===== src/rtl/priority_resolver_n.sv =====
// rtl/priority_resolver_n.sv - parametrised interrupt priority resolver with nested in-service tracking
//
// Resolves NUM_IRQ request lines into one channel index over a two-pulse
// acknowledge handshake. It supports edge or level capture, masking, fully
// nested in-service blocking, a rotating lowest-priority pointer, specific
// and non-specific EOI, and automatic EOI.
//
// Ports:
//   clk, rst_n             clock, synchronous active-low reset
//   ir                     raw request lines
//   ltim                   1 = level capture, 0 = edge capture
//   imr_wr, imr_data       one-cycle mask load
//   rotate_mode, aeoi      rotate on automatic EOI, automatic EOI enable
//   eoi_valid              EOI command strobe
//   eoi_specific, eoi_id   specific channel select for the EOI
//   eoi_rotate             EOI also moves the lowest-priority pointer
//   setprio_valid/_id      load the lowest-priority pointer
//   inta                   acknowledge pulse (first and second)
//   int_o                  request to the CPU
//   vec_valid, vec         acknowledged channel after the second pulse
//   irr, isr, imr          request, in-service and mask registers

module priority_resolver_n #(
    parameter  int NUM_IRQ = 8,
    localparam int ID_W    = $clog2(NUM_IRQ)
) (
    input  logic               clk,
    input  logic               rst_n,
    input  logic [NUM_IRQ-1:0] ir,
    input  logic               ltim,
    input  logic               imr_wr,
    input  logic [NUM_IRQ-1:0] imr_data,
    input  logic               rotate_mode,
    input  logic               aeoi,
    input  logic               eoi_valid,
    input  logic               eoi_specific,
    input  logic               eoi_rotate,
    input  logic [ID_W-1:0]    eoi_id,
    input  logic               setprio_valid,
    input  logic [ID_W-1:0]    setprio_id,
    input  logic               inta,
    output logic               int_o,
    output logic               vec_valid,
    output logic [ID_W-1:0]    vec,
    output logic [NUM_IRQ-1:0] irr,
    output logic [NUM_IRQ-1:0] isr,
    output logic [NUM_IRQ-1:0] imr
);

    typedef enum logic {
        IDLE = 1'b0,
        ACK2 = 1'b1
    } state_t;

    localparam logic [NUM_IRQ-1:0] ONE     = NUM_IRQ'(1);
    localparam logic [ID_W-1:0]    LAST_ID = ID_W'(NUM_IRQ - 1);

    // Channel that sits at a given rank (0 = highest) for pointer lp_v.
    function automatic logic [ID_W-1:0] chan_of(input logic [ID_W-1:0] lp_v, input int rank);
        int c;
        c = int'(lp_v) + 1 + rank;
        if (c >= NUM_IRQ) begin
            c = c - NUM_IRQ;
        end
        return ID_W'(c);
    endfunction

    // Reorders a per-channel vector so that bit k is the channel at rank k.
    function automatic logic [NUM_IRQ-1:0] by_rank(input logic [NUM_IRQ-1:0] v,
                                                   input logic [ID_W-1:0]    lp_v);
        logic [NUM_IRQ-1:0] r;
        r = '0;
        for (int k = 0; k < NUM_IRQ; k++) begin
            r[k] = v[chan_of(lp_v, k)];
        end
        return r;
    endfunction

    // Lowest set bit index; 0 when nothing is set (callers qualify with |v).
    function automatic logic [ID_W-1:0] first_set(input logic [NUM_IRQ-1:0] v);
        logic [ID_W-1:0] r;
        r = '0;
        for (int k = NUM_IRQ - 1; k >= 0; k--) begin
            if (v[k]) begin
                r = ID_W'(k);
            end
        end
        return r;
    endfunction

    state_t             state_q, state_d;
    logic [NUM_IRQ-1:0] ir_q;
    logic [ID_W-1:0]    lp_q, lp_d;
    logic [ID_W-1:0]    sel_q, sel_d;
    logic               spur_q, spur_d;

    logic [NUM_IRQ-1:0] irr_d, isr_d, imr_d;
    logic [ID_W-1:0]    vec_d;
    logic               vec_valid_d, int_d;

    logic               ack_first, ack_second;

    // Priority resolution against the current lowest-priority pointer.
    logic [NUM_IRQ-1:0] req, req_rank_vec, isr_rank_vec;
    logic               req_any, isr_any, cand_valid;
    logic [ID_W-1:0]    req_rank, isr_rank, cand_id, isr_top_id;

    assign req          = irr & ~imr;
    assign req_rank_vec = by_rank(req, lp_q);
    assign isr_rank_vec = by_rank(isr, lp_q);
    assign req_any      = |req;
    assign isr_any      = |isr;
    assign req_rank     = first_set(req_rank_vec);
    assign isr_rank     = first_set(isr_rank_vec);
    assign cand_id      = chan_of(lp_q, int'(req_rank));
    assign isr_top_id   = chan_of(lp_q, int'(isr_rank));
    // Masked isr bits are deliberately left in isr_rank_vec so they keep
    // blocking lower-priority requests.
    assign cand_valid   = req_any && (!isr_any || (req_rank < isr_rank));

    // Handshake sequencing.
    always_comb begin
        state_d    = state_q;
        ack_first  = 1'b0;
        ack_second = 1'b0;
        case (state_q)
            IDLE: begin
                if (inta) begin
                    state_d   = ACK2;
                    ack_first = 1'b1;
                end
            end
            ACK2: begin
                if (inta) begin
                    state_d    = IDLE;
                    ack_second = 1'b1;
                end
            end
            default: state_d = IDLE;
        endcase
    end

    // Register next-state values.
    logic [NUM_IRQ-1:0] edge_det, ack_set, eoi_clr, aeoi_clr;
    logic               eoi_hit, eoi_id_ok, setprio_ok, aeoi_live;
    logic [ID_W-1:0]    eoi_chan;

    always_comb begin
        edge_det   = ir & ~ir_q;
        ack_set    = '0;
        eoi_clr    = '0;
        aeoi_clr   = '0;
        eoi_hit    = 1'b0;
        eoi_chan   = eoi_id;
        // Ids beyond the channel count (non power-of-two NUM_IRQ) are ignored
        // so the priority pointer always stays in range.
        eoi_id_ok  = int'(eoi_id) < NUM_IRQ;
        setprio_ok = int'(setprio_id) < NUM_IRQ;
        aeoi_live  = ack_second && aeoi && !spur_q;

        if (ack_first && cand_valid) begin
            ack_set = ONE << cand_id;
        end

        // A fresh edge on the acknowledged bit re-arms the request.
        if (ltim) begin
            irr_d = (ir & ~ack_set) | edge_det;
        end else begin
            irr_d = (irr & ir & ~ack_set) | edge_det;
        end

        if (eoi_valid) begin
            if (eoi_specific) begin
                if (eoi_id_ok) begin
                    eoi_clr = ONE << eoi_id;
                    eoi_hit = 1'b1;
                end
            end else if (isr_any) begin
                eoi_clr  = ONE << isr_top_id;
                eoi_chan = isr_top_id;
                eoi_hit  = 1'b1;
            end
        end

        if (aeoi_live) begin
            aeoi_clr = ONE << sel_q;
        end

        // Clears first, then the acknowledge set, so a same-bit set wins.
        isr_d = (isr & ~eoi_clr & ~aeoi_clr) | ack_set;
        imr_d = imr_wr ? imr_data : imr;

        // Pointer writers in rising precedence: setprio, EOI rotate, AEOI rotate.
        lp_d = lp_q;
        if (setprio_valid && setprio_ok) begin
            lp_d = setprio_id;
        end
        if (eoi_valid && eoi_rotate && eoi_hit) begin
            lp_d = eoi_chan;
        end
        if (aeoi_live && rotate_mode) begin
            lp_d = sel_q;
        end

        sel_d  = sel_q;
        spur_d = spur_q;
        if (ack_first) begin
            sel_d  = cand_valid ? cand_id : LAST_ID;
            spur_d = !cand_valid;
        end

        vec_d       = ack_second ? sel_q : vec;
        vec_valid_d = ack_second;
        int_d       = (state_q == IDLE) && !inta && cand_valid;
    end

    always_ff @(posedge clk) begin
        if (!rst_n) begin
            state_q   <= IDLE;
            ir_q      <= ir;
            irr       <= '0;
            isr       <= '0;
            imr       <= '0;
            lp_q      <= LAST_ID;
            sel_q     <= '0;
            spur_q    <= 1'b0;
            vec       <= '0;
            vec_valid <= 1'b0;
            int_o     <= 1'b0;
        end else begin
            state_q   <= state_d;
            ir_q      <= ir;
            irr       <= irr_d;
            isr       <= isr_d;
            imr       <= imr_d;
            lp_q      <= lp_d;
            sel_q     <= sel_d;
            spur_q    <= spur_d;
            vec       <= vec_d;
            vec_valid <= vec_valid_d;
            int_o     <= int_d;
        end
    end

endmodule


===== config.mk =====
export PLATFORM = sky130hd
export DESIGN_NAME = priority_resolver_n
export DESIGN_NICKNAME = d
export VERILOG_FILES = /design/src/rtl/priority_resolver_n.sv
export SDC_FILE = /design/constraint.sdc
export NUM_CORES = 1
export LEC_CHECK = 0
export ABC_AREA = 1
export BUFFER_PORTS_ARGS = -buffer_cell sky130_fd_sc_hd__buf_4
export CAP_MARGIN = 25
export CORE_MARGIN = 3
export CORE_UTILIZATION = 51
export DETAILED_ROUTE_END_ITERATION = 16
export PLACE_DENSITY = 0.83
export REMOVE_ABC_BUFFERS = 1
export SLEW_MARGIN = 25
export SYNTH_ARGS = -nofsm -noshare
export SYNTH_HDL_FRONTEND = slang
export SYNTH_SLANG_ARGS = --single-unit

===== constraint.sdc =====
create_clock -name clk -period 3.23 [get_ports clk]
set_input_delay 0.646 -clock clk [delete_from_list [all_inputs] [get_ports clk]]
set_output_delay 0.646 -clock clk [all_outputs]
set_load 0.01 [all_outputs]

==> summary.txt <==
Status: finished with violations
Violated checks: negative setup slack
Initial Util: 0.534
CTS tree: yes
Max-cap violations: 0
1st-iter DRT viols: 333
Netlist cell types: 41
Number of global-route vias before repair: 3867
Worst vdd ir: 0.000763 V
Multiplexer area fraction after synthesis: 0
DP HPWL: 7480 microns
TNS Setup: -2890 ps
# DRC: 0
Mean Syn Cell Area: 6.27 sq um
Max clock buf depth: 2
Clk sinks: 45
Ys flop type: dfxtp_1
Clk_lat worst skew: 310 ps
Final period util: 1.08
Grt ovf: 0
Final Hold Fails: 0
Hold crit path type: reg2reg
Max FO, Critical Path: 4
Syn Inst Count: 513
Largest net degree at the start of global routing: 25
Synth Area in XOR/XNOR: 0.0140
Max Clk Rate: 287 MHz
# setup viols final: 18
Hold Path Stages: 1
Synth top cells by count: nand2_1, inv_1, nand3_1, dfxtp_1, a21oi_1
Setup slack after layout: -249 ps
Grt met2 use: 0.516
Slew Viols, Final: 0
Worst path max stage delay: 420 ps
Area share of the largest cell type after synthesis: 0.280
Site Rows: 28
First-pass GRT wire length: 17400 microns
N_diodes: 0
Final Power: 0.00531 W
H-tree lvl count: 2
Overall routing resource usage: 0.290
Seq/Total Area, Yosys: 0.280
PwrDens: 1130 nW/um^2
P_leak: 2.31 nW
Compound-Gate Fraction of Synth Area: 0.151
Post-route antenna net violation count: 0
Ranking of synthesized cells by area: dfxtp_1, nand2_1, nand3_1, inv_1, a21oi_1
Ys async rst share: 0
Synth Area in Simple Gates: 0.407
DR vias/cell: 5.71
R2R cell count: 28
Synth area leader: dfxtp_1
Largest family of logic cells by synthesized area: simple AND/OR/NAND/NOR gates
Clk pin slew, worst setup/hold paths: 100 ps
Via count: 4059
EDFF count, synth: 0
Horiz. Die Dim: 85.4 microns
Setup crit start kind: flip-flop
Final Skew: 10.7 ps
Core area: 6030 sq um
Synthesized cell area: 3220 sq um
Synthesized flop and latch total: 45
Routed WL: 11300 microns
Endpoint class of the critical path: flip-flop
WL per Instance: 15.8 microns
Die area: 7290 sq um
DR pass1 iterations: 7
Min Clock Period, post-route: 3480 ps
GR Util met3: 0.0359
Final nets: 679
Initial antenna violation count: 0
Most used routing layer: met2
Placer congestion estimate: 1.09
Share of cells above drive strength 1: 0.369
Count leader, synth: nand2_1
CTS Buf Count: 5
Most common cell on crit path: nand2_1
RSZ-0062 raised after global routing: true
Root Buffer: clkbuf_8
Met1 track demand over resource: 0.354
Die Ht: 85.4 microns
Area Overhead vs Synth: 45.8%
Yosys warning count: 0
Worst-Margin Slew: 717 ps
WP data arrival: 3680 ps
Ports: 62
Critical path's slowest cell: fa_2
# port buffers: 61
WS Path Type: reg2reg
Worst slew margin: 0.510
Worst Path Required: 3430 ps
Adder-Cell Fraction of Synth Area: 0.0475
worst max-delay path: cells and delay by family, from the launching register on:
kind,cells,cell delay (ps)
AND/OR/NAND/NOR,16,1300
adder cells (fa/ha/maj),3,720
buffers and inverters,6,500
XOR/XNOR,2,440
flip-flops,1,370
AO/OA/AOI/OAI,1,50
power by group:
group	total (W)	switching [W]	leakage, nW	internal [W]
clock network	0.000450	0.000214	0.0591	0.000236
logic	0.00412	0.00237	1.88	0.00174
registers	0.000742	0.0000999	0.372	0.000642
path summary, 6_finish.rpt:
kind	end	start	slack (ps)
worst max-delay path	irr[2]	lp_q[1]	-250
worst min-delay path	irr[6]	ir_q[6]	410
worst min register to register	irr[6]	ir_q[6]	410
worst max register to register	irr[2]	lp_q[1]	-250
layer usage:
metal  vias up  wire length [microns]
li1       1915                      -
met1      1902                   4410
met2       207                   5690
met3        35                    821
met4         0                    337
met5         -                      0
repair_timing:
action | in CTS | in global routing
setup endpoints to repair | 22 | 23
gates cloned | 0 | 1
gates resized for setup | 57 | 50
setup buffers | 13 | 9
hold buffers | 0 | 0
pin swaps | 39 | 35
logic make-up after synthesis:
group | after synthesis
buf+inv | 80
compound gates | 84
xor+xnor | 3
fa+ha+maj | 11
flops | 45
simple gates | 290
flip-flops by register name, indices dropped and copies added (netlist names), 3 cells and up:
signal / cells
ir_q: 8
sel_q: 3
irr: 8
imr: 8
lp_q: 3
isr: 8
vec: 3
cell usage in the layout (no fill, tap or decap), drive strengths merged, types with 2 or more instances in the layout:
cell and instances:
ha 9, fa 2, a31oi 3, nor2 32, or2 2, dfxtp 45, o21a 2, xor2 2
o211ai 3, nand4 18, nand3 57, a21oi 38, o21ai 32, nand2 180, clkbuf 5, buf 125
inv 70
final cells by class:
type	instances	area, sq um
multi-input cells	389	2320
fillers	436	1340
repair buffers	125	991
flip-flops and latches	45	906
inverters	69	267
well taps	75	93.8
clock buffers	5	68.8
clock inverters	3	47.5
stage by stage:
stage / instance area (sq um) / utilization / hold slack, ps / std cells / setup WS, ps
final: 4690 / 0.778 / 405 / 711 / -249
after global routing: 4690 / 0.778 / 419 / 711 / -418
after CTS: 4450 / 0.738 / 404 / 703 / -60.3
after detailed placement: 4040 / 0.670 / 391 / 682 / -346
after global placement: 4040 / 0.670 / 387 / 682 / -272
after floorplan: 3150 / - / 384 / 502 / -863
(Power assumes the default switching activity.)
